`src/rtl/cdb_arbiter.sv`:
```
// cdb_arbiter: round-robin arbiter for a multi-lane common data bus (CDB).
// Functional units raise an early-tag request; up to CDB_WIDTH of them are
// granted per cycle in round-robin order, each granted FU owns one lane, and
// its result is broadcast on that lane exactly one cycle later. Any break in
// the grant/done handshake sets a sticky protocol_error.
module cdb_arbiter #(
  parameter int NUM_FU     = 4,   // functional units competing for the CDB
  parameter int CDB_WIDTH  = 2,   // broadcast lanes, 1 <= CDB_WIDTH <= NUM_FU
  parameter int DATA_WIDTH = 32,  // width of one FU result
  parameter int META_WIDTH = 16   // width of one completion-metadata entry
) (
  input  logic                                  clock,
  input  logic                                  reset,
  input  logic [NUM_FU-1:0]                     fu_request,
  output logic [NUM_FU-1:0]                     fu_grant,
  input  logic [NUM_FU-1:0]                     fu_done,
  input  logic [NUM_FU-1:0][DATA_WIDTH-1:0]     fu_result,
  input  logic [NUM_FU-1:0][META_WIDTH-1:0]     fu_meta,
  output logic [CDB_WIDTH-1:0]                  cdb_valid,
  output logic [CDB_WIDTH-1:0][DATA_WIDTH-1:0]  cdb_data,
  output logic [CDB_WIDTH-1:0][META_WIDTH-1:0]  cdb_meta,
  output logic                                  protocol_error
);

  // FU index width; a single-FU build still needs a 1-bit index.
  localparam int PTR_W = (NUM_FU > 1) ? $clog2(NUM_FU) : 1;
  // Wide enough to count every requester, 0..NUM_FU.
  localparam int CNT_W = $clog2(NUM_FU + 1);

  typedef logic [PTR_W-1:0] fu_idx_t;

  // ---------------------------------------------------------------------------
  // Registered state
  // ---------------------------------------------------------------------------
  fu_idx_t                  rr_ptr;     // first FU examined by the next scan
  logic [CDB_WIDTH-1:0]     lane_pend;  // lane was assigned at the last edge
  fu_idx_t [CDB_WIDTH-1:0]  lane_fu;    // FU that owns each pending lane

  // ---------------------------------------------------------------------------
  // Arbitration signals (current cycle)
  // ---------------------------------------------------------------------------
  fu_idx_t [NUM_FU-1:0]         rot_fu;     // scan slot -> FU index
  logic    [NUM_FU-1:0]         req_rot;    // requests in scan order
  logic    [NUM_FU-1:0][CNT_W-1:0] rank;    // requesters ahead in scan order
  logic    [NUM_FU-1:0]         grant_rot;  // grants in scan order
  logic    [NUM_FU-1:0]         grant_raw;  // grants in FU order, before reset gating
  logic    [CDB_WIDTH-1:0]      assign_pend;
  fu_idx_t [CDB_WIDTH-1:0]      assign_fu;
  logic                         any_grant;
  fu_idx_t                      last_fu;
  fu_idx_t                      next_ptr;

  // ---------------------------------------------------------------------------
  // Broadcast / handshake-check signals
  // ---------------------------------------------------------------------------
  logic [CDB_WIDTH-1:0] lane_done;     // done seen from the FU owning the lane
  logic [NUM_FU-1:0]    fu_claimed;    // FU owns some pending lane
  logic                 stray_done;    // done with no pending lane behind it
  logic                 missing_done;  // pending lane whose FU stayed silent

  // Map scan slots to FUs and rank every requester by its position in the scan.
  always_comb begin
    logic [CNT_W-1:0] seen;
    // NOTE: every combinational output gets a default before any conditional
    // assignment, so no path through the block can leave a latch behind.
    rot_fu    = '0;
    req_rot   = '0;
    rank      = '0;
    grant_rot = '0;
    seen      = '0;
    for (int off = 0; off < NUM_FU; off++) begin
      rot_fu[off]    = fu_idx_t'((int'(rr_ptr) + off) % NUM_FU);
      req_rot[off]   = fu_request[rot_fu[off]];
      rank[off]      = seen;
      grant_rot[off] = req_rot[off] && (seen < CNT_W'(CDB_WIDTH));
      seen           = seen + CNT_W'(req_rot[off]);
    end
  end

  // Turn scan-order grants into per-FU grants, lane assignments and the next pointer.
  always_comb begin
    grant_raw   = '0;
    assign_pend = '0;
    assign_fu   = '0;
    any_grant   = 1'b0;
    last_fu     = '0;
    for (int off = 0; off < NUM_FU; off++) begin
      if (grant_rot[off]) begin
        grant_raw[rot_fu[off]] = 1'b1;
        any_grant              = 1'b1;
        last_fu                = rot_fu[off];  // later slots overwrite earlier ones
      end
    end
    // The k-th granted FU in scan order owns lane k.
    for (int k = 0; k < CDB_WIDTH; k++) begin
      for (int off = 0; off < NUM_FU; off++) begin
        if (grant_rot[off] && (rank[off] == CNT_W'(k))) begin
          assign_pend[k] = 1'b1;
          assign_fu[k]   = rot_fu[off];
        end
      end
    end
    next_ptr = any_grant ? fu_idx_t'((int'(last_fu) + 1) % NUM_FU) : rr_ptr;
  end

  // Reset suppresses grants immediately, even with requests already raised.
  always_comb begin
    fu_grant = reset ? '0 : grant_raw;
  end

  // Broadcast each pending lane when its FU delivers, muxing that FU's result.
  always_comb begin
    lane_done = '0;
    cdb_valid = '0;
    cdb_data  = '0;
    cdb_meta  = '0;
    for (int k = 0; k < CDB_WIDTH; k++) begin
      lane_done[k] = fu_done[lane_fu[k]];
      if (lane_pend[k] && lane_done[k]) begin
        cdb_valid[k] = 1'b1;
        cdb_data[k]  = fu_result[lane_fu[k]];
        cdb_meta[k]  = fu_meta[lane_fu[k]];
      end
    end
  end

  // Detect done pulses nobody is waiting for and lanes whose FU never answered.
  always_comb begin
    fu_claimed = '0;
    for (int k = 0; k < CDB_WIDTH; k++) begin
      for (int i = 0; i < NUM_FU; i++) begin
        if (lane_pend[k] && (lane_fu[k] == fu_idx_t'(i))) begin
          fu_claimed[i] = 1'b1;
        end
      end
    end
    stray_done   = |(fu_done & ~fu_claimed);
    missing_done = |(lane_pend & ~lane_done);
  end

  // Advance the round-robin pointer and capture this cycle's lane ownership.
  always_ff @(posedge clock or posedge reset) begin
    if (reset) begin
      rr_ptr    <= '0;
      lane_pend <= '0;
      lane_fu   <= '0;
    end else begin
      // NOTE: sequential state uses non-blocking assignments so every register
      // samples pre-edge values, independent of statement order.
      rr_ptr    <= next_ptr;
      lane_pend <= assign_pend;
      lane_fu   <= assign_fu;
    end
  end

  // Sticky handshake-violation flag, cleared only by reset.
  always_ff @(posedge clock or posedge reset) begin
    if (reset) begin
      protocol_error <= 1'b0;
    end else if (stray_done || missing_done) begin
      protocol_error <= 1'b1;
    end
  end

endmodule
```
`config.mk`:
```
export PLATFORM = sky130hd
export DESIGN_NAME = cdb_arbiter
export DESIGN_NICKNAME = d
export VERILOG_FILES = /design/src/rtl/cdb_arbiter.sv
export SDC_FILE = /design/constraint.sdc
export NUM_CORES = 1
export LEC_CHECK = 0
export BUFFER_PORTS_ARGS = -buffer_cell sky130_fd_sc_hd__buf_2
export CORE_AREA = 2 2 118 120
export DETAILED_ROUTE_END_ITERATION = 6
export DIE_AREA = 0 0 120 122
export PLACE_DENSITY = 0.66
export SKIP_LAST_GASP = 1
export SLEW_MARGIN = 20
export SYNTH_ARGS = -nofsm -noshare
export SYNTH_HDL_FRONTEND = slang
export SYNTH_SLANG_ARGS = --single-unit
```
`constraint.sdc`:
```
create_clock -name clock -period 3.5 [get_ports clock]
set_input_delay 0.175 -clock clock [delete_from_list [all_inputs] [get_ports clock]]
set_output_delay 0.175 -clock clock [all_outputs]
set_load 0.005 [all_outputs]
```
==> results of run 1 <==
-- area by class of cell --
type / count / area (sq um)
Tap cell: 180 / 225
Sequential cell: 9 / 235
Clock buffer: 4 / 78.8
Fill cell: 1342 / 7640
Timing Repair Buffer: 317 / 1620
Inverter: 12 / 45.0
Antenna cell: 5 / 12.5
Multi-Input combinational cell: 298 / 3650
-- state kept, by name (all words and copies together), names as in the netlist --
| signal | cells |
|---|---|
| lane_fu | 4 |
| lane_pend | 2 |
| protocol_error | 1 |
| rr_ptr | 2 |
-- synthesized netlist by cell type --
cell	instances	share of area
inv_1	12	0.011
and3_1	96	0.15
o22ai_1	1	0.0015
a21oi_1	8	0.0097
o41ai_2	1	0.0039
nand2_1	16	0.015
mux4_2	100	0.54
nor2b_1	2	0.0030
nor3b_2	1	0.0030
a222oi_1	4	0.0097
fa_1	1	0.0048
nand3b_1	5	0.0091
or4_1	1	0.0018
o221ai_1	1	0.0021
clkbuf_1	28	0.025
mux2_2	4	0.011
o311ai_0	1	0.0021
o31ai_1	3	0.0054
o211ai_1	1	0.0018
dfrtp_1	9	0.054
o21ai_0	6	0.0073
buf_1	2	0.0018
a211oi_1	1	0.0018
nand2b_1	3	0.0045
o21ai_1	1	0.0012
and2_1	2	0.0030
nor3_1	3	0.0036
ha_1	11	0.033
o31a_1	1	0.0021
nor2_1	2	0.0018
o41ai_1	1	0.0021
buf_2	19	0.023
buf_6	1	0.0027
mux2i_1	8	0.019
o211a_1	1	0.0024
nand3_1	5	0.0060
a21boi_0	1	0.0018
o311ai_2	1	0.0039
a32oi_1	1	0.0021
a22oi_4	1	0.0051
buf_4	1	0.0018
or3_1	1	0.0015
a2111oi_0	1	0.0021
o2bb2ai_1	1	0.0021
-- cell families (layout without fill, tap and decap cells) --
group / Yosys count / count (layout) / share of synthesized area
AO/OA/AOI/OAI: 37 / 37 / 0.0704
adder cells (fa/ha/maj): 12 / 12 / 0.0381
AND/OR/NAND/NOR: 137 / 137 / 0.197
buffers and inverters: 63 / 333 / 0.0656
other: 0 / 5 / 0
multiplexers: 112 / 112 / 0.574
flip-flops: 9 / 9 / 0.0544
-- report_power, final --
part	internal, mW	total [mW]	switching [mW]
clock	0.153	0.207	0.0543
combinational	2.04	3.87	1.83
sequential	0.160	0.455	0.295
total	2.35	4.53	2.18
-- timing repair --
item                                    in CTS  in global routing
hold buffers                                 1                  0
endpoints found under the setup margin       0                  3
resized for setup                            0                  4
endpoints found under the hold margin        9                  0
-- worst max-delay path: cells and delay by family, from the launching register on --
kind,cells,cell delay (ps)
and+or+nand+nor,2,240
adders and majority gates,2,720
buffers and inverters,4,570
AOI/OAI and AO/OA,4,720
muxes,1,270
DFF,1,380
-- layer usage --
metal	global-route usage	part of all wire	routed length [um]
met4	0.0846	0.034	612
met5	0	0.00089	16
met2	0.404	0.53	9500
met1	0.269	0.37	6580
met3	0.0398	0.073	1320
-- worst paths after layout --
path                                              end  slack [ps]  depth (start not counted)                  startpoint
setup / recovery                          fu_grant[2]         160                         13       rr_ptr[1]$_DFFE_PP0P_
hold / removal             protocol_error$_DFFE_PP0P_         430                          4                  fu_done[3]
setup reg to reg                 lane_fu[3]$_DFF_PP0_         420                         12       rr_ptr[1]$_DFFE_PP0P_
hold reg to reg            protocol_error$_DFFE_PP0P_         490                          1  protocol_error$_DFFE_PP0P_
max in group asynchronous        lane_fu[2]$_DFF_PP0_        2690                          3                       reset
min in group asynchronous       rr_ptr[0]$_DFFE_PP0P_         500                          3                       reset
==> flow_summary.yaml, run 1 <==
timing:
  fin_crit_ps: 3340
  finalSetupTns_ps: 0
  rsz0062_at_grt: "no"
  timing.hold.ws_ps: 433
  final_hold_viol_count: 0
  setup_violations: 0
  slew_headroom: 0.373
  slew_viol_final: 0
  setup_ws_ps: 160
  min_period_over_period: 0.954
  worst_pin_slew_ps: 940
  timing.fmax_mhz: 299
  finClkSkew_ps: 2.05
cells_and_area:
  instances_no_fill: 825
  area_growth_pct: 41.7
  drive_gt1_frac: 0.680
  final_common_cell: "buf_2"
  design_area_sq_um: 5870
  final_cell_mix: "304 x buf_2, 100 x mux4_2, 96 x and3_1, 16 x nand2_1, 12 x buf_4"
  post-route-util: 0.434
  fin_nets: 855
global_route:
  grt_pass1_vias: 4836
  gr-total-overflow: 0
  grt_usage: 0.225
  antenna_found_initial: 6
  grt_max_degree: 51
  grt_pass1_wl_um: 26000
outcome:
  status: "finished clean"
routing:
  first_iter_violations: 363
  drt_wl_total_um: 18000
  drc_errors: 0
  wire_per_inst_um: 21.8
  vias_per_cell: 5.93
  vias: 4894
  ant_nets: 0
  dr.pass1.iters: 6
clock_network:
  post_cts_buffers: 0
  cts_made_buffers: 3
  clock_latency_ps: 240
  cts_root_buffer: "clkbuf_16"
  clk_pin_slew_worst_paths_ps: 40
  cts_sinks: 9
  cts_buffer_depth: 2
  tritoncts: "built"
  htreeDepth: 1
placement:
  hpwl_um: 13900
  place_worst_setup_slack_ps: 352
  post_dp_cell_area_sq_um: 5760
  port_buffers: 304
  dp_cells: 815
  place_congestion: 0.919
power_and_ir_drop:
  power-per-cell-area_nw_per_um2: 772
  p_leak_nw: 2.98
  vdd_drop_max_v: 0.000621
  total_power_mw: 4.53
synthesis:
  ys_seq_area_frac: 0.0544
  synthCells: 370
  syn_nets: 584
  synth_cell_types: 44
  yosys_register_bits: 9
  avgSynthCellArea_sq_um: 11.2
  synth_area_sq_um: 4140
  synth_warnings: 0
setup_path:
  cp_slowest_cell: "fa_2"
  critPathMaxFanout: 12
  critPathMaxStageDelay_ps: 390
  crit_arrival_ps: 3160
  start_kind: "flop"
  critPathRequiredTime_ps: 3320
  crit_path_end_kind: "primary output"
  worstPathCellList: "inv_2, ha_2, mux2_2, nand2_1, o21ai_1, inv_1, fa_2, and2_1, o2bb2ai_1, buf_4, a222oi_1, a21oi_1, buf_2"
  critPathKind: "flop to primary output"
floorplan:
  core_sq_um: 13500
  die-width_um: 120
  die_area_sq_um: 14600
  ios: 305
  fp.dieH_um: 122
  rows: 43
  initial_core_util: 0.306
job:
  maxCapViolCount: 0
worst_hold_path:
  worstHoldPathType: "input port to flop"
(Power assumes the default switching activity.)
==> run 2: changes to the inputs <==
Settings changed: CTS_CLUSTER_SIZE set to 40, SLEW_MARGIN 20 to unset.
Clock period 3.5 ns to 3 ns, I/O delays scaled along.
==> flow_summary.yaml, run 2 (synthesized netlist as in run 1, its figures left out) <==
placement:
  place_congestion: 0.924
  post_dp_cell_area_sq_um: 5840
  dp_cells: 820
  hpwl_um: 14200
  port_buffers: 304
setup_path:
  rr_startpoint: "rr_ptr[1]$_DFFE_PP0P_"
  r2r-end: "lane_fu[3]$_DFF_PP0_"
  crit_end: "fu_grant[2]"
  start_kind: "flop"
  critPathMaxFanout: 6
  rr_worst_depth: 13
  r2r_slack_ps: 130
  crit_path_end_kind: "primary output"
  startpoint: "rr_ptr[1]$_DFFE_PP0P_"
  critPathRequiredTime_ps: 2850
  critPathKind: "flop to primary output"
  crit_arrival_ps: 2760
floorplan:
  die_area_sq_um: 14600
  core_sq_um: 13500
  ios: 305
  initial_core_util: 0.306
  fp.dieH_um: 122
  rows: 43
  die-width_um: 120
routing:
  wire_per_inst_um: 21.7
  ant_nets: 0
  vias: 4814
  first_iter_violations: 360
  dr.pass1.iters: 5
  drc_errors: 0
  drt_wl_total_um: 18200
  vias_per_cell: 5.77
global_route:
  gr-total-overflow: 0
  grt_pass1_vias: 4806
  grt_max_degree: 52
  antenna_found_initial: 3
  grt_pass1_wl_um: 26500
  grt_usage: 0.229
power_and_ir_drop:
  power_frac_comb: 0.912
  switching_share: 0.469
  seq_power_share: 0.046
  p_int_mw: 3.02
  p_leak_nw: 3.07
  total_power_mw: 5.68
  p_switching_mw: 2.67
  vdd_drop_max_v: 0.000615
  power-per-cell-area_nw_per_um2: 939
  clkPwrFrac: 0.043
timing:
  slew_viol_final: 0
  fin_crit_ps: 2910
  slew_headroom: 0.407
  worst_pin_slew_ps: 890
  final_hold_viol_count: 0
  min_period_over_period: 0.971
  timing.fmax_mhz: 343
  finClkSkew_ps: 6.06
  timing.hold.ws_ps: 404
  setup_violations: 0
  finalSetupTns_ps: 0
  rsz0062_at_grt: "yes"
worst_hold_path:
  worstHoldPathType: "input port to flop"
cells_and_area:
  instances_no_fill: 835
  design_area_sq_um: 6060
  area_growth_pct: 46.3
  drive_gt1_frac: 0.700
  final_common_cell: "buf_2"
  largest_register_ffs: 4
  final_cell_mix: "304 x buf_2, 100 x mux4_2, 96 x and3_1, 23 x buf_4, 15 x nand2_1"
  fin_nets: 868
  top_register: "lane_fu"
  top_regs: "lane_fu: 4 flops, lane_pend: 2 flops, rr_ptr: 2 flops"
job:
  maxCapViolCount: 0
clock_network:
  clock_latency_ps: 240
  cts_root_buffer: "clkbuf_16"
  cts_buffer_depth: 2
  cts_made_buffers: 3
  cts_sinks: 9
  tritoncts: "built"
  clk_pin_slew_worst_paths_ps: 40
  htreeDepth: 1
outcome:
  status: "finished clean"
run 2: cell count changes in the layout (fill, tap and decap cells not counted), sizes merged:
cell   delta
buf      +13
diode     -3
run 2: final cells by class:
class                           instances  area [sq um]
Timing Repair Buffer                  330          1740
Sequential cell                         9           235
Inverter                               12          45.0
Tap cell                              180           225
Clock buffer                            4          78.8
Fill cell                            1305          7450
Antenna cell                            2          5.00
Multi-Input combinational cell        298          3730
run 2: layer usage:
layer	vias up	wire length [um]	global-route usage	part of all wire
met5	-	15	0	0.00083
met4	2	280	0.0507	0.015
met3	25	1300	0.0379	0.071
met2	256	9960	0.426	0.55
met1	2406	6600	0.278	0.36
li1	2125	-	-	-
run 2: worst min path at each step:
stage               start                    endpoint  slack [ps]  cells past startpoint
2_1_floorplan       reset        lane_fu[0]$_DFF_PP0_         -20                      1
3_3_place_gp        reset       rr_ptr[0]$_DFFE_PP0P_         180                      2
3_5_place_dp        reset       rr_ptr[0]$_DFFE_PP0P_         190                      2
4_1_cts        fu_done[3]  protocol_error$_DFFE_PP0P_         400                      4
5_1_grt        fu_done[3]  protocol_error$_DFFE_PP0P_         450                      4
6_report       fu_done[1]  protocol_error$_DFFE_PP0P_         400                      4
run 2: timing repair:
| item | in CTS | in global routing |
|---|---|---|
| hold buffers | 1 | 0 |
| gates cloned | 0 | 0 |
| gates resized for setup | 4 | 7 |
| setup endpoints to repair | 4 | 6 |
| endpoints found under the hold margin | 9 | 0 |
| pin swaps | 3 | 5 |
| setup buffers | 4 | 4 |
run 2: power groups by stage:
stage / Sequential (mW) / Combinational (mW) / Clock (mW)
after floorplan: 0.208 / 3.42 / 0
after global placement: 0.260 / 4.76 / 0
after detailed placement: 0.262 / 4.89 / 0
after CTS: 0.260 / 5.00 / 0.242
after global routing: 0.268 / 5.60 / 0.248
final: 0.260 / 5.18 / 0.242
run 2: through the flow:
stage	setup WS, ps	utilization
2_1_floorplan	-36.1	-
3_3_place_gp	160	0.433
3_5_place_dp	35.4	0.433
4_1_cts	1.76	0.443
5_1_grt	-28.0	0.448
6_report	87.6	0.448
run 2: worst max-delay path, cell delays in order (launching register included):
cell	delay, ps
dfrtp_1	380
inv_2	80
ha_4	230
mux2_4	240
nand2_4	50
o21ai_4	70
inv_2	60
fa_2	380
and2_4	190
o2bb2ai_4	120
buf_6	140
a222oi_1	310
a21oi_1	120
buf_2	140
==> run 3: changes to the inputs <==
Settings changed: GPL_ROUTABILITY_DRIVEN set to 0, REMOVE_ABC_BUFFERS set to 1.
==> flow_summary.yaml, run 3 (synthesized netlist as in run 1, its figures left out) <==
global_route:
  grt_pass1_vias: 5182
  grt_max_degree: 38
  grt_usage: 0.229
  antenna_found_initial: 8
  grt_pass1_wl_um: 26700
  gr-total-overflow: 0
floorplan:
  initial_core_util: 0.306
  ios: 305
  die-width_um: 120
  rows: 43
  core_sq_um: 13500
  die_area_sq_um: 14600
  fp.dieH_um: 122
clock_network:
  cts_root_buffer: "clkbuf_16"
  clk_pin_slew_worst_paths_ps: 40
  cts_buffer_depth: 2
  tritoncts: "built"
  cts_sinks: 9
  cts_made_buffers: 3
  clock_latency_ps: 240
  htreeDepth: 1
cells_and_area:
  design_area_sq_um: 6040
  final_common_cell: "buf_2"
  top_regs: "lane_fu: 4 flops, lane_pend: 2 flops, rr_ptr: 2 flops"
  fin_nets: 874
  final_cell_mix: "304 x buf_2, 100 x mux4_2, 96 x and3_1, 30 x buf_4, 16 x nand2_1"
  drive_gt1_frac: 0.695
  instances_no_fill: 845
  post-route-util: 0.447
  largest_register_ffs: 4
  top_register: "lane_fu"
  area_growth_pct: 45.9
routing:
  vias: 5020
  dr.pass1.iters: 4
  vias_per_cell: 5.94
  first_iter_violations: 364
  ant_nets: 0
  drt_wl_total_um: 17800
  drc_errors: 0
  wire_per_inst_um: 21.0
placement:
  hpwl_um: 14200
  post_dp_cell_area_sq_um: 5860
  port_buffers: 304
  place_worst_setup_slack_ps: 50.6
  dp_cells: 829
setup_path:
  rr_worst_depth: 13
  start_kind: "flop"
  critPathKind: "flop to flop"
  crit_path_end_kind: "flop"
  crit_arrival_ps: 3010
  r2r_slack_ps: 120
  critPathMaxFanout: 18
  critPathRequiredTime_ps: 3130
timing:
  min_period_over_period: 0.959
  slew_viol_final: 0
  setup_ws_ps: 124
  finalSetupTns_ps: 0
  finClkSkew_ps: 3.15
  fin_crit_ps: 2880
  timing.fmax_mhz: 348
  timing.hold.ws_ps: 418
  final_hold_viol_count: 0
  setup_violations: 0
  worst_pin_slew_ps: 751
  slew_headroom: 0.499
power_and_ir_drop:
  total_power_mw: 5.56
  vdd_drop_max_v: 0.000663
  p_leak_nw: 3.09
  power-per-cell-area_nw_per_um2: 921
worst_hold_path:
  worstHoldPathType: "input port to flop"
  holdPathStages: 4
outcome:
  status: "finished clean"
job:
  maxCapViolCount: 0
## run 3: worst max-delay path, stage by stage, from the launching register on
cell and delay [ps]:
dfrtp_1 350, buf_4 260, mux4_2 550, inv_1 180
fa_2 260, buf_4 120, nand2b_1 60, o2bb2ai_2 210
buf_6 140, buf_4 120, buf_4 120, mux2i_1 190
o211ai_1 130, o41ai_2 70
## run 3: path summary, 6_finish.rpt
path / start / end
setup / recovery: rr_ptr[0]$_DFFE_PP0P_ / rr_ptr[1]$_DFFE_PP0P_
hold / removal: fu_done[3] / protocol_error$_DFFE_PP0P_
setup reg to reg: rr_ptr[0]$_DFFE_PP0P_ / rr_ptr[1]$_DFFE_PP0P_
hold reg to reg: protocol_error$_DFFE_PP0P_ / protocol_error$_DFFE_PP0P_
max in group asynchronous: reset / lane_fu[0]$_DFF_PP0_
min in group asynchronous: reset / rr_ptr[1]$_DFFE_PP0P_
## run 3: metal layers
layer  track usage  wire (um)  vias to the layer above
li1              -          -                     2147
met4        0.0676        467                        4
met1         0.279       6440                     2509
met5             0         24                        -
met3        0.0520       1700                       53
met2         0.404       9140                      307
## run 3: what timing repair did
action                                  CTS  global route
cloned                                    0             0
hold buffers                              1             0
gates resized for setup                   6             4
endpoints found under the hold margin     9             0
buffers inserted                          4             1
endpoints found under the setup margin    4             5
pin swaps                                 1             3
## run 3: report_power, final
part	internal [mW]	total (mW)	switching (mW)	leakage [nW]
Combinational	2.63	4.89	2.26	2.95
Clock	0.178	0.235	0.0578	0.0382
Sequential	0.190	0.438	0.248	0.0996
Total	3.00	5.56	2.56	3.09
## run 3: cell type report
cell class / count / area (sq um)
Antenna cell: 6 / 15.0
Clock buffer: 4 / 78.8
Fill cell: 1304 / 7460
Inverter: 12 / 45.0
Multi-Input combinational cell: 298 / 3670
Sequential cell: 9 / 235
Tap cell: 180 / 225
Timing Repair Buffer: 336 / 1770
